$ cat src/rtl/ampm_time_base.sv
// ampm_time_base: 24-hour time-of-day counter with a settable time, a 1 s strobe
// and the registered AM/PM indication pair for the A/P display.
module ampm_time_base #(
  parameter int unsigned TICKS_PER_SEC = 50_000_000
) (
  input  logic       clk,
  input  logic       rst_n,
  input  logic       run,
  input  logic       set_load,
  input  logic [4:0] set_hour,
  input  logic [5:0] set_min,
  output logic [4:0] hour,
  output logic [5:0] min,
  output logic [5:0] sec,
  output logic       time_valid,
  output logic       morning_signal,
  output logic       after_signal,
  output logic       sec_tick,
  output logic       set_err
);

  localparam int unsigned PW = $clog2(TICKS_PER_SEC);
  localparam logic [PW-1:0] PRESC_LAST = PW'(TICKS_PER_SEC - 1);

  typedef enum logic {
    ST_UNSET = 1'b0,
    ST_RUN   = 1'b1
  } state_t;

  state_t        state_q, state_d;
  logic [PW-1:0] presc_q, presc_d;
  logic [4:0]    hour_d;
  logic [5:0]    min_d;
  logic [5:0]    sec_d;
  logic          valid_d;
  logic          morning_d;
  logic          after_d;
  logic          tick_d;
  logic          err_d;

  logic          load_ok_c;
  logic          load_bad_c;
  logic          counting_c;

  assign load_ok_c  = set_load && (set_hour <= 5'd23) && (set_min <= 6'd59);
  assign load_bad_c = set_load && !load_ok_c;
  assign counting_c = (state_q == ST_RUN) && run;

  // State and output registers; reset clears everything immediately.
  always_ff @(posedge clk or negedge rst_n) begin
    if (!rst_n) begin
      state_q        <= ST_UNSET;
      presc_q        <= '0;
      hour           <= '0;
      min            <= '0;
      sec            <= '0;
      time_valid     <= 1'b0;
      morning_signal <= 1'b0;
      after_signal   <= 1'b0;
      sec_tick       <= 1'b0;
      set_err        <= 1'b0;
    end else begin
      state_q        <= state_d;
      presc_q        <= presc_d;
      hour           <= hour_d;
      min            <= min_d;
      sec            <= sec_d;
      time_valid     <= valid_d;
      morning_signal <= morning_d;
      after_signal   <= after_d;
      sec_tick       <= tick_d;
      set_err        <= err_d;
    end
  end

  // Next state: an accepted load wins over a coincident terminal count.
  always_comb begin
    state_d = state_q;
    presc_d = presc_q;
    hour_d  = hour;
    min_d   = min;
    sec_d   = sec;
    valid_d = time_valid;
    tick_d  = 1'b0;
    err_d   = load_bad_c;

    if (load_ok_c) begin
      state_d = ST_RUN;
      presc_d = '0;
      hour_d  = set_hour;
      min_d   = set_min;
      sec_d   = 6'd0;
      valid_d = 1'b1;
    end else if (counting_c) begin
      if (presc_q == PRESC_LAST) begin
        presc_d = '0;
        tick_d  = 1'b1;
        if (sec == 6'd59) begin
          sec_d = 6'd0;
          if (min == 6'd59) begin
            min_d  = 6'd0;
            hour_d = (hour == 5'd23) ? 5'd0 : hour + 5'd1;
          end else begin
            min_d = min + 6'd1;
          end
        end else begin
          sec_d = sec + 6'd1;
        end
      end else begin
        presc_d = presc_q + PW'(1);
      end
    end

    morning_d = valid_d && (hour_d <  5'd12);
    after_d   = valid_d && (hour_d >= 5'd12);
  end

endmodule
$ cat config.mk
export PLATFORM = sky130hd
export DESIGN_NAME = ampm_time_base
export DESIGN_NICKNAME = d
export VERILOG_FILES = /design/src/rtl/ampm_time_base.sv
export SDC_FILE = /design/constraint.sdc
export NUM_CORES = 1
export LEC_CHECK = 0
export ABC_AREA = 1
export CAP_MARGIN = 20
export CORE_AREA = 4 4 108 110
export DETAILED_ROUTE_END_ITERATION = 16
export DIE_AREA = 0 0 112 114
export GPL_TIMING_DRIVEN = 0
export PLACE_DENSITY_LB_ADDON = 0.25
export SLEW_MARGIN = 10
export SYNTH_ARGS = -nofsm -noshare
export SYNTH_HDL_FRONTEND = slang
export SYNTH_SLANG_ARGS = --single-unit
$ cat constraint.sdc
create_clock -name clk -period 2.35 [get_ports clk]
set_input_delay 0.47 -clock clk [delete_from_list [all_inputs] [get_ports clk]]
set_output_delay 0.47 -clock clk [all_outputs]
set_load 0.005 [all_outputs]
==> impl_metrics.json, run 1 <==
{
  "setup.worst_path.class": "input pin to flip-flop",
  "port_buffers": 36,
  "yosysMostFrequentCell": "nand2_1",
  "routed_via_density": 4.61,
  "wirelength_um": 7230,
  "leakagePower_nw": 1.53,
  "dp_cells": 552,
  "ys_top_cells_by_count": "nand2_1, dfrtp_1, inv_1",
  "routabilityCongestion": 0.855,
  "mappedNetlistNets": 394,
  "slowest_delay_ps": 450,
  "async_reset_ff_frac": 1.00,
  "cap_viol_max_count": 0,
  "hold_class": "input pin to async pin",
  "rsz0062_at_grt": "no",
  "nNetsFinal": 438,
  "postCtsSetupBuffers": 0,
  "ys.warnings.count": 0,
  "clock_sinks": 49,
  "grt_max_degree": 26,
  "grtUsageTotal": 0.117,
  "cp_top_family": "buffers and inverters",
  "synth_area_leader_cell": "dfrtp_1",
  "yosysUniqueCellTypes": 39,
  "worst_setup_hold_path_clk_slew_ps": 100,
  "diodes": 0,
  "critPathArrivalTime_ps": 2280,
  "start_util": 0.273,
  "fin_cells": 560,
  "die_area_um2": 12800,
  "cts_buffer_depth": 2,
  "tritoncts": "yes",
  "slew_violations": 0,
  "worstSetupStartpointType": "input pin",
  "vias": 2581,
  "ys_ff_latch": 49,
  "overflow": 0,
  "rows": 38,
  "drive_above_1_share": 0.138,
  "synthCells": 375,
  "slew_headroom": 0.609,
  "min_period_ps": 2100,
  "synth.avg_cell_area_um2": 7.80,
  "p_int_mw": 1.43,
  "grt_pass1_wl_um": 12400,
  "fin_crit_sh": 0.892,
  "grt_pass1_vias": 2588,
  "p_sw_frac": 0.281,
  "die-height_um": 114,
  "crit_chain": "clkdlybuf4s50_1, inv_1, a21oi_1, nand2_1, nand2_2, clkinvlp_4, nor2_1, inv_1, nor2_1, a311oi_1",
  "die_w_um": 112,
  "seqPwrFrac": 0.490,
  "core_um2": 10700,
  "wl_per_cell_um": 12.9,
  "ioPinCount": 37,
  "drt-initial-drc-count": 83,
  "syn_to_final_growth_pct": 23.1,
  "dpl.hpwl_um": 5630,
  "power_density_nw_per_um2": 554,
  "fin_skew_ps": 6.68,
  "yosysSeqAreaShare": 0.419,
  "cts_buffers": 5,
  "hold_viol_final": 0,
  "worst-path-max-fanout": 10,
  "antenna_left": 0,
  "pwr-share-clk": 0.323,
  "final_util": 0.337,
  "cp.buffers_inverters": 4,
  "drc_errors": 0,
  "cts_root_buffer": "clkbuf_8",
  "synth_edf_count": 0,
  "tightestPinTransition_ps": 587,
  "p_sw_mw": 0.561,
  "status": "finished clean",
  "setup.worst_path.end_class": "flip-flop",
  "max_freq_ghz": 0.477,
  "ys.flop_type": "dfrtp_1",
  "vdd_drop_max_v": 0.000236,
  "antenna_found_initial": 0,
  "worstPathRequired_ps": 2540,
  "clk_latency_ps": 300,
  "setup_viol": 0,
  "crit_cells": 10,
  "first_pass_iters": 5,
  "rr_worst_depth": 10,
  "synthTopCellsByArea": "dfrtp_1, nand2_1, inv_1",
  "synth.top_cell.area_share": 0.419,
  "p_comb_frac": 0.186,
  "crit_path_top_delay_cell": "clkdlybuf4s50_1",
  "synth_area_um2": 2920,
  "cts_htree_levels": 2
}
==> flip-flops by register name, indices dropped and copies added (netlist names) <==
signal          cells
min                 6
presc_q            26
set_err             1
state_q             1
hour                5
sec_tick            1
sec                 6
after_signal        1
time_valid          1
morning_signal      1
==> layer usage <==
metal | vias to the layer above | GRT usage | part of all wire
met5 | - | 0 | 0
met4 | 0 | 0.0192 | 0.0046
met3 | 4 | 0.0292 | 0.044
met2 | 40 | 0.200 | 0.48
met1 | 1229 | 0.153 | 0.47
li1 | 1308 | - | -
==> cell usage in the layout (no fill, tap or decap), types with 6 or more instances in the layout <==
cell and count:
a21oi_1 21, clkbuf_8 6, clkdlybuf4s50_1 35, dfrtp_1 49
inv_1 43, inv_2 10, nand2_1 72, nand2_2 11
nand3_1 19, nand4_1 7, nor2_1 40, nor2_2 7
nor3_1 17, o21ai_0 14, xor2_1 14
==> kinds of logic (layout without fill, tap and decap cells) <==
kind of cell	count (synthesis)	in the layout	share of synthesized area
AO/OA/AOI/OAI	57	57	0.118
XOR/XNOR	15	15	0.0449
adder cells (fa/ha/maj)	4	4	0.0171
buffers and inverters	59	104	0.0787
flip-flops	49	49	0.419
AND/OR/NAND/NOR	191	191	0.322
==> what timing repair did <==
action | 4_1_cts | 5_1_grt
resized for setup | 0 | 2
endpoints found under the setup margin | 0 | 4
hold buffers | 0 | 0
==> worst register-to-register path: cells and delay by family (launching register included) <==
kind                     cells  cell delay [ps]
adder cells (fa/ha/maj)      1              230
buffers and inverters        1              110
flip-flops                   1              410
AND/OR/NAND/NOR              7              890
AO/OA/AOI/OAI                1              200
==> area by class of cell <==
cell class | instances | area, µm²
multi-input cells | 267 | 1470
inverters | 55 | 210
fillers | 1137 | 7100
flip-flops and latches | 49 | 1230
repair buffers | 37 | 375
clock buffers | 6 | 82.6
plain buffers | 4 | 23.8
well taps | 140 | 175
clock inverters | 2 | 37.5
==> through the flow <==
step	worst slack (ps)	area, µm²	power [mW]	TNS [ps]	hold slack, ps
finish	254	3600	2.00	0	154
detailed placement	-182	3470	1.37	-1500	460
floorplan	724	2920	1.17	0	174
global placement	-734	3460	1.36	-37240	452
CTS	154	3590	2.03	0	174
global route	34.6	3600	2.11	0	204
==> power groups by stage <==
stage                     registers, mW  logic [mW]  clock network (mW)
after floorplan                   0.983       0.189                   0
after global placement            0.994       0.369                   0
after detailed placement          0.994       0.378                   0
after CTS                         0.979       0.381               0.670
after global routing              0.991       0.422               0.700
final                             0.978       0.372               0.645
==> path summary, 6_finish.rpt <==
kind,end,from,slack (ps)
max,presc_q[13],set_load,250
min,presc_q[22],rst_n,150
max reg2reg,presc_q[23],presc_q[0],450
min reg2reg,state_q,state_q,480
max in group asynchronous,hour[3],rst_n,1650
min in group clk,state_q,state_q,480
(Power assumes the default switching activity.)
==> inputs of run 2 (changes only) <==
- CORE_AREA: 4 4 108 110 -> 2 2 106 108
- DIE_AREA: 0 0 112 114 -> 0 0 108 110
- HOLD_SLACK_MARGIN: unset -> 0.1
- clock period: 2.35 -> 2.4 ns (I/O delays scaled with it)
==> impl_metrics.json, run 2 (synthesis results as in run 1) <==
{
  "status": "finished clean",
  "worst_r2r_endpoint": "sec[4]",
  "cts_buffers": 5,
  "critPathArrivalTime_ps": 2310,
  "diodes": 0,
  "vias": 2592,
  "worstSetupStartpointType": "input pin",
  "fin_crit_sh": 0.889,
  "largest_reg_flops": 26,
  "setup.worst_path.class": "input pin to flip-flop",
  "setup.worst_path.end_class": "flip-flop",
  "worst-path-max-fanout": 10,
  "multi_input_area_um2": 1470,
  "cap_viol_max_count": 0,
  "rr_worst_depth": 11,
  "max_freq_ghz": 0.469,
  "die_area_um2": 11900,
  "grt_max_degree": 26,
  "seqCellArea_um2": 1230,
  "tightestPinTransition_ps": 601,
  "reg.largest.list": "presc_q: 26 flops, min: 6 flops, sec: 6 flops",
  "routabilityCongestion": 0.824,
  "tritoncts": "yes",
  "fin_skew_ps": 11.9,
  "rrSetupSlack_ps": 510,
  "whs_ps": 176,
  "hold_class": "input pin to async pin",
  "slew_headroom": 0.600,
  "cts_root_buffer": "clkbuf_8",
  "wirelength_um": 7180,
  "antenna_left": 0,
  "clock_sinks": 49,
  "slew_violations": 0,
  "worstPathRequired_ps": 2580,
  "cts_buffer_depth": 2,
  "grt_pass1_vias": 2655,
  "port_buffers": 36,
  "drive_above_1_share": 0.134,
  "setup_viol": 0,
  "fillers": 1139,
  "crit_start": "set_load",
  "p_total_mw": 1.82,
  "setup_tns_ps": 0,
  "die_w_um": 108,
  "postCtsSetupBuffers": 0,
  "cts_htree_levels": 2,
  "hold_viol_final": 0,
  "core_um2": 10700,
  "leakagePower_nw": 1.52,
  "rsz0062_at_grt": "no",
  "rows": 38,
  "power_density_nw_per_um2": 511,
  "start_util": 0.273,
  "clk_latency_ps": 300,
  "antenna_found_initial": 0,
  "grtUsageTotal": 0.132,
  "routed_via_density": 4.64,
  "min_period_ps": 2130,
  "first_pass_iters": 4,
  "dpl.hpwl_um": 5570,
  "nNetsFinal": 438,
  "ioPinCount": 37,
  "layout_common_cells": "nand2_1, dfrtp_1, inv_1, nor2_1, clkdlybuf4s50_1",
  "crit_end": "presc_q[13]",
  "wl_per_cell_um": 12.8,
  "final_common_cell": "nand2_1",
  "drc_errors": 0,
  "drt-initial-drc-count": 105,
  "overflow": 0,
  "worst_setup_hold_path_clk_slew_ps": 90,
  "grt_pass1_wl_um": 12700,
  "syn_to_final_growth_pct": 22.0,
  "vdd_drop_max_v": 0.000241,
  "largest-register": "presc_q",
  "die-height_um": 110,
  "r2r_start": "presc_q[1]"
}
==> run 2: cell count changes in the layout (fill, tap and decap cells not counted) <==
cell / delta
bufinv_16: -1
clkinvlp_4: -1
nor2_2: +1
nor2_1: -1
nand2_1: +1
clkbuf_1: +1
nand2_2: -1
==> run 2: per-stage QoR <==
step / utilization / instance area (µm²) / instances / setup slack [ps]
final: 0.333 / 3570 / 559 / 266
after detailed placement: 0.325 / 3470 / 552 / -146
after CTS: 0.333 / 3560 / 559 / 174
after floorplan: - / 2920 / 375 / 774
after global routing: 0.333 / 3570 / 559 / 73.5
after global placement: 0.323 / 3460 / 551 / -697
==> run 2: worst min-delay path by stage <==
stage,start,slack (ps),endpoint
2_1_floorplan,rst_n,180,after_signal
3_3_place_gp,state_q,450,state_q
3_5_place_dp,state_q,470,state_q
4_1_cts,rst_n,190,presc_q[22]
5_1_grt,rst_n,220,presc_q[22]
6_report,rst_n,180,presc_q[22]
==> run 2: per-layer routing <==
metal	track usage	up-vias	share of wire
met5	0	-	0
met4	0.0247	0	0.0056
met3	0.0276	6	0.032
met2	0.216	40	0.47
met1	0.183	1235	0.49
li1	-	1311	-
==> run 2: repair_timing <==
item,in CTS,in global routing
setup endpoints to repair,0,4
hold buffers,0,0
endpoints found under the hold margin,0,0
resized for setup,0,2
==> run 2: worst max-delay path: stages <==
cell and delay, ps:
clkdlybuf4s50_1 460, inv_1 50, a21oi_1 110, nand2_1 110, nand2_2 220, clkinvlp_4 260
nor2_1 230, inv_1 110, nor2_1 160, a311oi_1 110
==> run 2: final cells by class <==
type / instances / share of cell area
Timing Repair Buffer: 37 / 0.105
Clock buffer: 7 / 0.0242
Tap cell: 140 / 0.0491
Multi-Input combinational cell: 267 / 0.412
Buffer: 4 / 0.00666
Sequential cell: 49 / 0.344
Inverter: 55 / 0.0589
==> run 2: power by group <==
part | internal (mW) | switching [mW]
Combinational | 0.179 | 0.185
Clock | 0.230 | 0.274
Sequential | 0.887 | 0.0707
